[config.mk]
export PLATFORM = sky130hd
export DESIGN_NAME = mem_port_arbiter_flat
export DESIGN_NICKNAME = d
export VERILOG_FILES = /design/src/rtl/mem_port_arbiter_if.sv /design/src/rtl/mem_port_arbiter.sv /design/src/flat_wrapper.sv
export SDC_FILE = /design/constraint.sdc
export NUM_CORES = 1
export LEC_CHECK = 0
export BUFFER_PORTS_ARGS = -buffer_cell sky130_fd_sc_hd__buf_2
export CAP_MARGIN = 25
export CORE_AREA = 2 2 209 211
export DETAILED_ROUTE_END_ITERATION = 8
export DIE_AREA = 0 0 211 213
export PLACE_DENSITY = 0.61
export SKIP_CTS_REPAIR_TIMING = 1
export SLEW_MARGIN = 20
export SYNTH_ARGS = -nofsm -noshare
export SYNTH_HDL_FRONTEND = slang
export SYNTH_SLANG_ARGS = --single-unit
[constraint.sdc]
create_clock -name clk -period 4.1 [get_ports clk]
set_input_delay 0 -clock clk [delete_from_list [all_inputs] [get_ports clk]]
set_output_delay 0 -clock clk [all_outputs]
set_load 0.05 [all_outputs]
[src/rtl/mem_port_arbiter_if.sv]
// Bundle of requester (IF, LS) and memory-bus signals around mem_port_arbiter.
// master = arbiter side, slave = requesters plus memory side.
interface mem_port_arbiter_if;
  logic        if_req;
  logic [63:0] if_addr;
  logic        if_gnt;
  logic        if_rvalid;
  logic [63:0] if_rdata;

  logic        ls_req;
  logic        ls_we;
  logic [63:0] ls_addr;
  logic [63:0] ls_wdata;
  logic [7:0]  ls_wstrb;
  logic        ls_gnt;
  logic        ls_rvalid;
  logic [63:0] ls_rdata;

  logic        mem_req;
  logic        mem_we;
  logic [63:0] mem_addr;
  logic [63:0] mem_wdata;
  logic [7:0]  mem_wstrb;
  logic        mem_ready;
  logic        mem_rvalid;
  logic [63:0] mem_rdata;

  logic        bus_err;

  modport master (
    input  if_req, if_addr,
    output if_gnt, if_rvalid, if_rdata,
    input  ls_req, ls_we, ls_addr, ls_wdata, ls_wstrb,
    output ls_gnt, ls_rvalid, ls_rdata,
    output mem_req, mem_we, mem_addr, mem_wdata, mem_wstrb,
    input  mem_ready, mem_rvalid, mem_rdata,
    output bus_err
  );

  modport slave (
    output if_req, if_addr,
    input  if_gnt, if_rvalid, if_rdata,
    output ls_req, ls_we, ls_addr, ls_wdata, ls_wstrb,
    input  ls_gnt, ls_rvalid, ls_rdata,
    input  mem_req, mem_we, mem_addr, mem_wdata, mem_wstrb,
    output mem_ready, mem_rvalid, mem_rdata,
    input  bus_err
  );
endinterface

[src/rtl/mem_port_arbiter.sv]
// Shares one single-outstanding memory bus between IF and LS, LS priority with IF starvation bound.
// Optional watchdog abort enabled by defining ARB_TIMEOUT_EN.
module mem_port_arbiter #(
  parameter int STARVE_MAX  = 4,
  parameter int TIMEOUT_CYC = 255
) (
  input logic                clk,
  input logic                rst,
  mem_port_arbiter_if.master bus
);

  typedef enum logic [1:0] {IDLE, REQ, RESP} state_e;
  typedef enum logic {OWN_IF, OWN_LS} owner_e;

  localparam logic [2:0] STARVE_LIM = 3'(STARVE_MAX);

  state_e      state_q, state_d;
  owner_e      owner_q, owner_d;
  logic [63:0] addr_q, addr_d;
  logic [63:0] wdata_q, wdata_d;
  logic        we_q, we_d;
  logic [7:0]  wstrb_q, wstrb_d;
  logic [2:0]  starve_q, starve_d;
  logic        if_gnt_q, if_gnt_d;
  logic        ls_gnt_q, ls_gnt_d;
  logic        if_rvalid_q, if_rvalid_d;
  logic        ls_rvalid_q, ls_rvalid_d;
  logic [63:0] if_rdata_q, if_rdata_d;
  logic [63:0] ls_rdata_q, ls_rdata_d;
  logic        grant_ls;
  logic        timeout_hit;
  logic        in_req;

`ifdef ARB_TIMEOUT_EN
  localparam logic [7:0] WDOG_LIM = 8'(TIMEOUT_CYC);

  logic [7:0] wdog_q, wdog_d;
  logic       bus_err_q, bus_err_d;

  // Counter is zero in the first REQ cycle because it idles at zero.
  assign timeout_hit = (state_q != IDLE) && (wdog_q == WDOG_LIM);

  always_comb begin
    wdog_d = (state_q == IDLE) ? 8'd0 : wdog_q + 8'd1;
  end

  always_ff @(posedge clk) begin
    if (rst) begin
      wdog_q    <= 8'd0;
      bus_err_q <= 1'b0;
    end else begin
      wdog_q    <= wdog_d;
      bus_err_q <= bus_err_d;
    end
  end
`else
  logic unused_timeout_cyc;
  assign unused_timeout_cyc = ^TIMEOUT_CYC;
  assign timeout_hit        = 1'b0;
`endif

  // State register.
  always_ff @(posedge clk) begin
    // NOTE: sequential state is written with <= only, so every flop samples pre-edge values.
    if (rst) begin
      state_q     <= IDLE;
      owner_q     <= OWN_IF;
      addr_q      <= '0;
      wdata_q     <= '0;
      we_q        <= 1'b0;
      wstrb_q     <= '0;
      starve_q    <= '0;
      if_gnt_q    <= 1'b0;
      ls_gnt_q    <= 1'b0;
      if_rvalid_q <= 1'b0;
      ls_rvalid_q <= 1'b0;
      // NOTE: the wide data registers are reset too because they drive visible outputs.
      if_rdata_q  <= '0;
      ls_rdata_q  <= '0;
    end else begin
      state_q     <= state_d;
      owner_q     <= owner_d;
      addr_q      <= addr_d;
      wdata_q     <= wdata_d;
      we_q        <= we_d;
      wstrb_q     <= wstrb_d;
      starve_q    <= starve_d;
      if_gnt_q    <= if_gnt_d;
      ls_gnt_q    <= ls_gnt_d;
      if_rvalid_q <= if_rvalid_d;
      ls_rvalid_q <= ls_rvalid_d;
      if_rdata_q  <= if_rdata_d;
      ls_rdata_q  <= ls_rdata_d;
    end
  end

  // Next-state and arbitration.
  always_comb begin
    // NOTE: every signal gets a default first so no path leaves it unassigned (no latches).
    state_d     = state_q;
    owner_d     = owner_q;
    addr_d      = addr_q;
    wdata_d     = wdata_q;
    we_d        = we_q;
    wstrb_d     = wstrb_q;
    starve_d    = starve_q;
    if_gnt_d    = 1'b0;
    ls_gnt_d    = 1'b0;
    if_rvalid_d = 1'b0;
    ls_rvalid_d = 1'b0;
    if_rdata_d  = if_rdata_q;
    ls_rdata_d  = ls_rdata_q;
    grant_ls    = 1'b0;
`ifdef ARB_TIMEOUT_EN
    bus_err_d   = 1'b0;
`endif

    case (state_q)
      IDLE: begin
        if (bus.if_req || bus.ls_req) begin
          grant_ls = bus.ls_req && !(bus.if_req && (starve_q == STARVE_LIM));
          state_d  = REQ;
          if (grant_ls) begin
            owner_d  = OWN_LS;
            addr_d   = bus.ls_addr;
            we_d     = bus.ls_we;
            wdata_d  = bus.ls_wdata;
            wstrb_d  = bus.ls_wstrb;
            ls_gnt_d = 1'b1;
            if (bus.if_req && (starve_q != STARVE_LIM)) begin
              starve_d = starve_q + 3'd1;
            end
          end else begin
            owner_d  = OWN_IF;
            addr_d   = bus.if_addr;
            we_d     = 1'b0;
            wdata_d  = '0;
            wstrb_d  = '0;
            if_gnt_d = 1'b1;
            starve_d = '0;
          end
        end
      end
      REQ: begin
        if (bus.mem_ready) begin
          if (we_q) begin
            state_d     = IDLE;
            ls_rvalid_d = 1'b1;
            ls_rdata_d  = '0;
          end else begin
            state_d = RESP;
          end
        end
      end
      RESP: begin
        if (bus.mem_rvalid) begin
          state_d = IDLE;
          if (owner_q == OWN_IF) begin
            if_rvalid_d = 1'b1;
            if_rdata_d  = bus.mem_rdata;
          end else begin
            ls_rvalid_d = 1'b1;
            ls_rdata_d  = bus.mem_rdata;
          end
        end
      end
      default: state_d = IDLE;
    endcase

`ifdef ARB_TIMEOUT_EN
    // Watchdog abort overrides any handshake seen in the same cycle.
    if (timeout_hit) begin
      state_d   = IDLE;
      bus_err_d = 1'b1;
      if (owner_q == OWN_IF) begin
        if_rvalid_d = 1'b1;
        if_rdata_d  = '0;
      end else begin
        ls_rvalid_d = 1'b1;
        ls_rdata_d  = '0;
      end
    end
`endif
  end

  // Outputs.
  always_comb begin
    in_req        = (state_q == REQ);
    bus.mem_req   = in_req && !timeout_hit;
    bus.mem_we    = in_req && we_q;
    bus.mem_addr  = in_req ? addr_q  : '0;
    bus.mem_wdata = in_req ? wdata_q : '0;
    bus.mem_wstrb = in_req ? wstrb_q : '0;
    bus.if_gnt    = if_gnt_q;
    bus.ls_gnt    = ls_gnt_q;
    bus.if_rvalid = if_rvalid_q;
    bus.ls_rvalid = ls_rvalid_q;
    bus.if_rdata  = if_rdata_q;
    bus.ls_rdata  = ls_rdata_q;
`ifdef ARB_TIMEOUT_EN
    bus.bus_err   = bus_err_q;
`else
    bus.bus_err   = 1'b0;
`endif
  end

endmodule

[src/flat_wrapper.sv]
// flat-port wrapper written by rule: the top's interface ports become plain ports
module mem_port_arbiter_flat 
#(
  parameter int STARVE_MAX  = 4,
  parameter int TIMEOUT_CYC = 255
)
  (clk, rst, bus_if_req, bus_if_addr, bus_if_gnt, bus_if_rvalid, bus_if_rdata, bus_ls_req, bus_ls_we, bus_ls_addr, bus_ls_wdata, bus_ls_wstrb, bus_ls_gnt, bus_ls_rvalid, bus_ls_rdata, bus_mem_req, bus_mem_we, bus_mem_addr, bus_mem_wdata, bus_mem_wstrb, bus_mem_ready, bus_mem_rvalid, bus_mem_rdata, bus_bus_err);
  mem_port_arbiter_if bus_i ();
  input logic clk;
  input logic rst;
  input wire logic [$bits(bus_i.if_req)-1:0] bus_if_req;
  input wire logic [$bits(bus_i.if_addr)-1:0] bus_if_addr;
  output wire logic [$bits(bus_i.if_gnt)-1:0] bus_if_gnt;
  output wire logic [$bits(bus_i.if_rvalid)-1:0] bus_if_rvalid;
  output wire logic [$bits(bus_i.if_rdata)-1:0] bus_if_rdata;
  input wire logic [$bits(bus_i.ls_req)-1:0] bus_ls_req;
  input wire logic [$bits(bus_i.ls_we)-1:0] bus_ls_we;
  input wire logic [$bits(bus_i.ls_addr)-1:0] bus_ls_addr;
  input wire logic [$bits(bus_i.ls_wdata)-1:0] bus_ls_wdata;
  input wire logic [$bits(bus_i.ls_wstrb)-1:0] bus_ls_wstrb;
  output wire logic [$bits(bus_i.ls_gnt)-1:0] bus_ls_gnt;
  output wire logic [$bits(bus_i.ls_rvalid)-1:0] bus_ls_rvalid;
  output wire logic [$bits(bus_i.ls_rdata)-1:0] bus_ls_rdata;
  output wire logic [$bits(bus_i.mem_req)-1:0] bus_mem_req;
  output wire logic [$bits(bus_i.mem_we)-1:0] bus_mem_we;
  output wire logic [$bits(bus_i.mem_addr)-1:0] bus_mem_addr;
  output wire logic [$bits(bus_i.mem_wdata)-1:0] bus_mem_wdata;
  output wire logic [$bits(bus_i.mem_wstrb)-1:0] bus_mem_wstrb;
  input wire logic [$bits(bus_i.mem_ready)-1:0] bus_mem_ready;
  input wire logic [$bits(bus_i.mem_rvalid)-1:0] bus_mem_rvalid;
  input wire logic [$bits(bus_i.mem_rdata)-1:0] bus_mem_rdata;
  output wire logic [$bits(bus_i.bus_err)-1:0] bus_bus_err;
  assign bus_i.if_req = bus_if_req;
  assign bus_i.if_addr = bus_if_addr;
  assign bus_if_gnt = bus_i.if_gnt;
  assign bus_if_rvalid = bus_i.if_rvalid;
  assign bus_if_rdata = bus_i.if_rdata;
  assign bus_i.ls_req = bus_ls_req;
  assign bus_i.ls_we = bus_ls_we;
  assign bus_i.ls_addr = bus_ls_addr;
  assign bus_i.ls_wdata = bus_ls_wdata;
  assign bus_i.ls_wstrb = bus_ls_wstrb;
  assign bus_ls_gnt = bus_i.ls_gnt;
  assign bus_ls_rvalid = bus_i.ls_rvalid;
  assign bus_ls_rdata = bus_i.ls_rdata;
  assign bus_mem_req = bus_i.mem_req;
  assign bus_mem_we = bus_i.mem_we;
  assign bus_mem_addr = bus_i.mem_addr;
  assign bus_mem_wdata = bus_i.mem_wdata;
  assign bus_mem_wstrb = bus_i.mem_wstrb;
  assign bus_i.mem_ready = bus_mem_ready;
  assign bus_i.mem_rvalid = bus_mem_rvalid;
  assign bus_i.mem_rdata = bus_mem_rdata;
  assign bus_bus_err = bus_i.bus_err;
  mem_port_arbiter #(.STARVE_MAX(STARVE_MAX), .TIMEOUT_CYC(TIMEOUT_CYC)) u_core (.clk(clk), .rst(rst), .bus(bus_i));
endmodule
; ---- Word level (Yosys, flattened, before mapping)
; Cells that the tools add are included.
[totals]
latchBits = 0
out_inout_bits = 271
ramBits = 0
word_cells = 71
input_bits = 271
reg_bits = 275
n_memories = 0
rom_bits = 0
[op_classes]
mux = 27
n_lt_le_gt_ge = 0
n_mul = 0
div = 0
eq_ne = 10
reduce_logical = 15
n_bitwise = 5
shift = 0
add_sub_neg = 1
[ops]
columns = cell, n
row1 = 2-to-1 mux 64 bit, 8
row2 = one-hot mux 64 bit (2 select lines), 1
row3 = 2-to-1 mux 8 bit, 2
row4 = AND reduction 3 bit, 3
row5 = 2-to-1 mux 1 bit, 8
row6 = 2-to-1 mux 2 bit, 4
row7 = "!= test 2 x 1 -> 1 bit, second input constant", 4
row8 = 2-to-1 mux 3 bit, 2
row9 = one-hot mux 2 bit (3 select lines), 1
row10 = OR reduction 3 bit, 2
row11 = NOT 1 bit, 5
row12 = AND reduction 5 bit, 1
row13 = logical AND 1 bit, 4
row14 = "!= test 2 bit, second input constant", 2
row15 = "adder 3 x 1 -> 3 bit, second input constant", 1
row16 = "== test 3 bit, second input constant", 1
row17 = "!= test 3 bit, second input constant", 1
row18 = "== test 2 x 1 -> 1 bit, second input constant", 1
row19 = "== test 2 bit, second input constant", 1
row20 = logical NOT 2 bit, 1
row21 = one-hot mux 1 bit (2 select lines), 1
row22 = AND reduction 2 bit, 1
row23 = nonzero test 2 bit, 1
row24 = logical NOT 1 bit, 1
row25 = logical OR 1 bit, 1

; ---- Logic depth before layout (Yosys ltp)
[logic_depth]
ltp_word = 6
ltp_mapped = 8
mapped_depth_nobuf = 5

; ---- Worst setup path before layout
; OpenSTA, ideal clock, no wires.
[synth_path]
path_type = register to register
from = register u_core.state_q[1]
to = register u_core.ls_rdata_q[54] (netlist: u_core.bus.ls_rdata[54])
setup_slack_ns = 2.031
t_required_ns = 4.030
arrival_time_ns = 1.999
path_buffers = 2
path_stages_with_launch = 8
path_cell_list = dfxtp_1 -> inv_1 -> ha_1 -> mux2i_2 -> buf_2 -> buf_2 -> o31ai_1 -> a21oi_1
[synth_via]
elab_chain_cells = 3
[synth_rtl]
columns = element, line
row1 = from (decl), mem_port_arbiter.sv:17  ; state_e state_q, state_d;
row2 = from (signal assigned), mem_port_arbiter.sv:81  ; state_q <= state_d;
row3 = == test 2 x 1 -> 1 bit (*), n/a
row4 = net bus_mem_req, flat_wrapper.sv:24  ; output wire logic [$bits(bus_i.mem_req)-1:0] bus_mem_req;
row5 = != test 2 x 1 -> 1 bit (no source line) / nonzero test 2 bit (equally long branches), n/a
row6 = AND reduction 5 bit (no source line), n/a
row7 = to (signal assigned), mem_port_arbiter.sv:93  ; ls_rdata_q <= ls_rdata_d;
row8 = to (decl), mem_port_arbiter.sv:29  ; logic [63:0] ls_rdata_q, ls_rdata_d;
; The timed path passes the listed nets; every way through them passes the cells marked *.
; A chain may end at the register's enable or synchronous reset.

; ---- Final worst setup path
[layout_path]
from = register u_core.state_q[1]
to = register u_core.addr_q[17]
[layout_via]
elab_chain_cells = 2
[layout_rtl]
columns = element, line
row1 = logical NOT 2 bit, mem_port_arbiter.sv:118  ; case (state_q)
row2 = AND reduction 2 bit (no source line), n/a
row3 = to (signal assigned), mem_port_arbiter.sv:83  ; addr_q <= addr_d;
row4 = to (decl), mem_port_arbiter.sv:19  ; logic [63:0] addr_q, addr_d;
; Every way passes these cells.

==> results.yml <==
die:
  core_area_mm2: 0.0427
  num_io_pins: 542
  die_h_um: 213
  rows: 76
  die_width_um: 211
  dieArea_mm2: 0.0449
  start_util: 0.278
finish:
  drive_above_1_share: 0.293
  nNetsFinal: 2388
  fin_area_mm2: 0.0187
  fill_cells: 4087
  area_growth_pct: 57.1
synthesis:
  yosys.area_share.simple: 0.236
  synth_adder_area_share: 0.00843
  ys_top_cells_by_area: "dfxtp_1 (46%), and2_1 (7.3%), nand2_1 (6.1%)"
  synth_ff_type: "dfxtp_1"
  ys_types: 39
  synth_top_family_by_area: "simple AND/OR/NAND/NOR gates"
  synthArstFlopShare: 0
  synth-warning-count: 0
  synth.area.mux_share: 0.00200
  synth_cells: 1403
  synth_area_per_cell_um2: 8.46
  ys_ff_latch: 275
  synthXorXnorAreaFrac: 0
  synth_top_cell_by_area: "dfxtp_1"
  synth.top_cell.area_share: 0.464
  syn_nets: 1682
  synth_area_mm2: 0.0119
  synth_edf_count: 0
  yosysSeqAreaShare: 0.464
  synth_compound_area_frac: 0.230
setup_path:
  cpPeakStageDelay_ps: 650
  crit_path_end: "u_core.addr_q[17]$_SDFFE_PP0P_"
  rrSetupSlack_ps: 1060
  startpoint: "u_core.state_q[1]$_SDFFE_PP0P_"
  required_ps: 4570
  arrival_ps: 3510
  cp-end-kind: "register"
  reg2reg_depth: 7
  reg2reg_from: "u_core.state_q[1]$_SDFFE_PP0P_"
  slowest_stage: "o21a_4"
  cp-start-kind: "register"
  path_max_fanout: 68
  cp_cell_sequence: "inv_1, ha_1, o21a_4, buf_12, nor2_1, a311oi_1, dlygate4sd3_1"
  r2r-end: "u_core.addr_q[17]$_SDFFE_PP0P_"
  criticalPathCategory: "register to register"
timing:
  fmax_mhz: 329
  finClkSkew_ps: 19.2
  setup-violations-final: 0
  maxSlewViolCount: 0
  hold_ws_ps: 7.00
  fin_crit_sh: 0.741
  tightest_slew_ps: 1030
  rsz0062_at_grt: "no"
  final_hold_viol_count: 0
  max_slew_margin: 0.315
  fin_crit_ps: 3040
  totalNegativeSetupSlack_ps: 0
drt:
  postRouteAntennaNets: 0
  drt-total-wl_um: 46900
  dr.pass1.iters: 5
  initialDrtViolationCount: 1002
  vias_per_cell: 5.03
  route.detailed.drc: 0
  drt-wirelength-per-cell_um: 17.5
  via_count: 13458
placed_design:
  portBuffers: 540
  place_area_mm2: 0.0148
  place_congestion: 0.816
  hpwl_um: 29800
global_routing:
  track_usage: 0.180
  grt_pass1_wl_um: 64800
  grt_antenna_before_repair: 2
  overflow: 0
  grt_pass1_vias: 11584
  grt_max_degree: 128
clocking:
  htree_levels: 2
  clock_latency_ps: 520
  numCtsBuffers: 34
  tritoncts: "done"
  clock_path_buffers: 3
  path_clk_slew_ps: 60
  clockRootBuffer: "clkbuf_16"
  cts.sinks: 275
pwr:
  leakage_nw: 8.27
  vdd.ir_drop.worst_v: 0.000338
  power_density_mw_per_mm2: 482
hold_path:
  hold_path_class: "input port to register"
  hold_depth: 4
flow_run:
  maxCapViolCount: 0
run_status:
  status: "complete, no violations"
==> worst min-delay path by stage <==
stage,start,end
after floorplan,bus_ls_wdata[10],u_core.wdata_q[10]$_SDFFE_PP0P_
after global placement,bus_ls_wdata[47],u_core.wdata_q[47]$_SDFFE_PP0P_
after detailed placement,bus_ls_wdata[42],u_core.wdata_q[42]$_SDFFE_PP0P_
after CTS,bus_ls_we,u_core.we_q$_SDFFE_PP0P_
after global routing,bus_mem_rvalid,u_core.state_q[0]$_SDFFE_PP0P_
final,bus_mem_rvalid,u_core.state_q[1]$_SDFFE_PP0P_
==> layer usage <==
layer | track usage | vias to the layer above | part of all wire
li1 | - | 6440 | -
met4 | 0.0607 | 4 | 0.026
met3 | 0.0465 | 90 | 0.069
met2 | 0.301 | 593 | 0.49
met1 | 0.224 | 6331 | 0.41
met5 | 0 | - | 0.00045
==> placed cells by master, fill, tap and decap left out, types with 63 or more instances in the layout <==
cell and count:
buf_2 539, and2_1 138, nand2_1 194, or4_1 63
o31ai_1 65, dlygate4sd3_1 268, a22o_1 73, nor2_1 66
nand3_1 64, a21oi_1 132, a311oi_1 64, dfxtp_1 275
o21ai_1 64
==> synth_stat cells, drive strengths merged (2+ instances only) <==
master and n:
dfxtp 275, nand2 194, and2 138, a21oi 132, clkbuf 84, buf 74, a22o 73, nor2 67
o21ai 66, nand3 65, o31ai 65, a311oi 64, or4 63, ha 8, inv 5, nand4 4
nand2b 3, nor2b 3, nor3b 3, and3 2, mux2i 2, nand3b 2
==> logic make-up (layout without fill, tap and decap cells) <==
family	after synthesis	after routing
AO/OA/AOI/OAI	405	405
adder cells (fa/ha/maj)	8	8
buffers and inverters	163	890
flip-flops	275	275
multiplexers	2	2
other	1	2
AND/OR/NAND/NOR	549	549
==> report_power, final <==
part	switching, mW	leakage (nW)	internal (mW)
Sequential	0.161	2.24	2.97
Combinational	1.81	5.45	0.952
Clock	1.18	0.569	1.93
Total	3.15	8.27	5.85
==> through the flow <==
stage / std cells / power (mW) / util / setup WS [ps]
6_report: 2677 / 9.00 / 0.437 / 1060
4_1_cts: 2407 / 8.67 / 0.373 / 1130
5_1_grt: 2676 / 9.43 / 0.437 / 831
3_3_place_gp: 2350 / 5.48 / 0.346 / 1490
3_5_place_dp: 2350 / 5.53 / 0.346 / 1380
2_1_floorplan: 1403 / 4.89 / - / 2030
==> sequential cells by signal, indices dropped and copies added (netlist names), 2 cells and up <==
signal               flops
u_core.bus.if_rdata     64
u_core.wdata_q          64
u_core.bus.ls_rdata     64
u_core.wstrb_q           8
u_core.addr_q           64
u_core.starve_q          3
u_core.state_q           2
==> critical path, delay by kind of cell, from the launching register on <==
family	cells	cell delay, ps
compound gates	2	940
fa+ha+maj	1	450
buf+inv	3	1110
flops	1	350
simple gates	1	100
==> cell type report <==
type	instances	area (um2)	area share
diodes	1	2.50	0.000134
clock buffers	49	1030	0.0553
clock inverters	8	123	0.00657
inverters	5	18.8	0.00101
multi-input cells	965	5720	0.307
flip-flops and latches	275	5510	0.295
well taps	546	683	0.0366
repair buffers	828	5570	0.299
No activity file was read; power rests on OpenSTA's default activity.
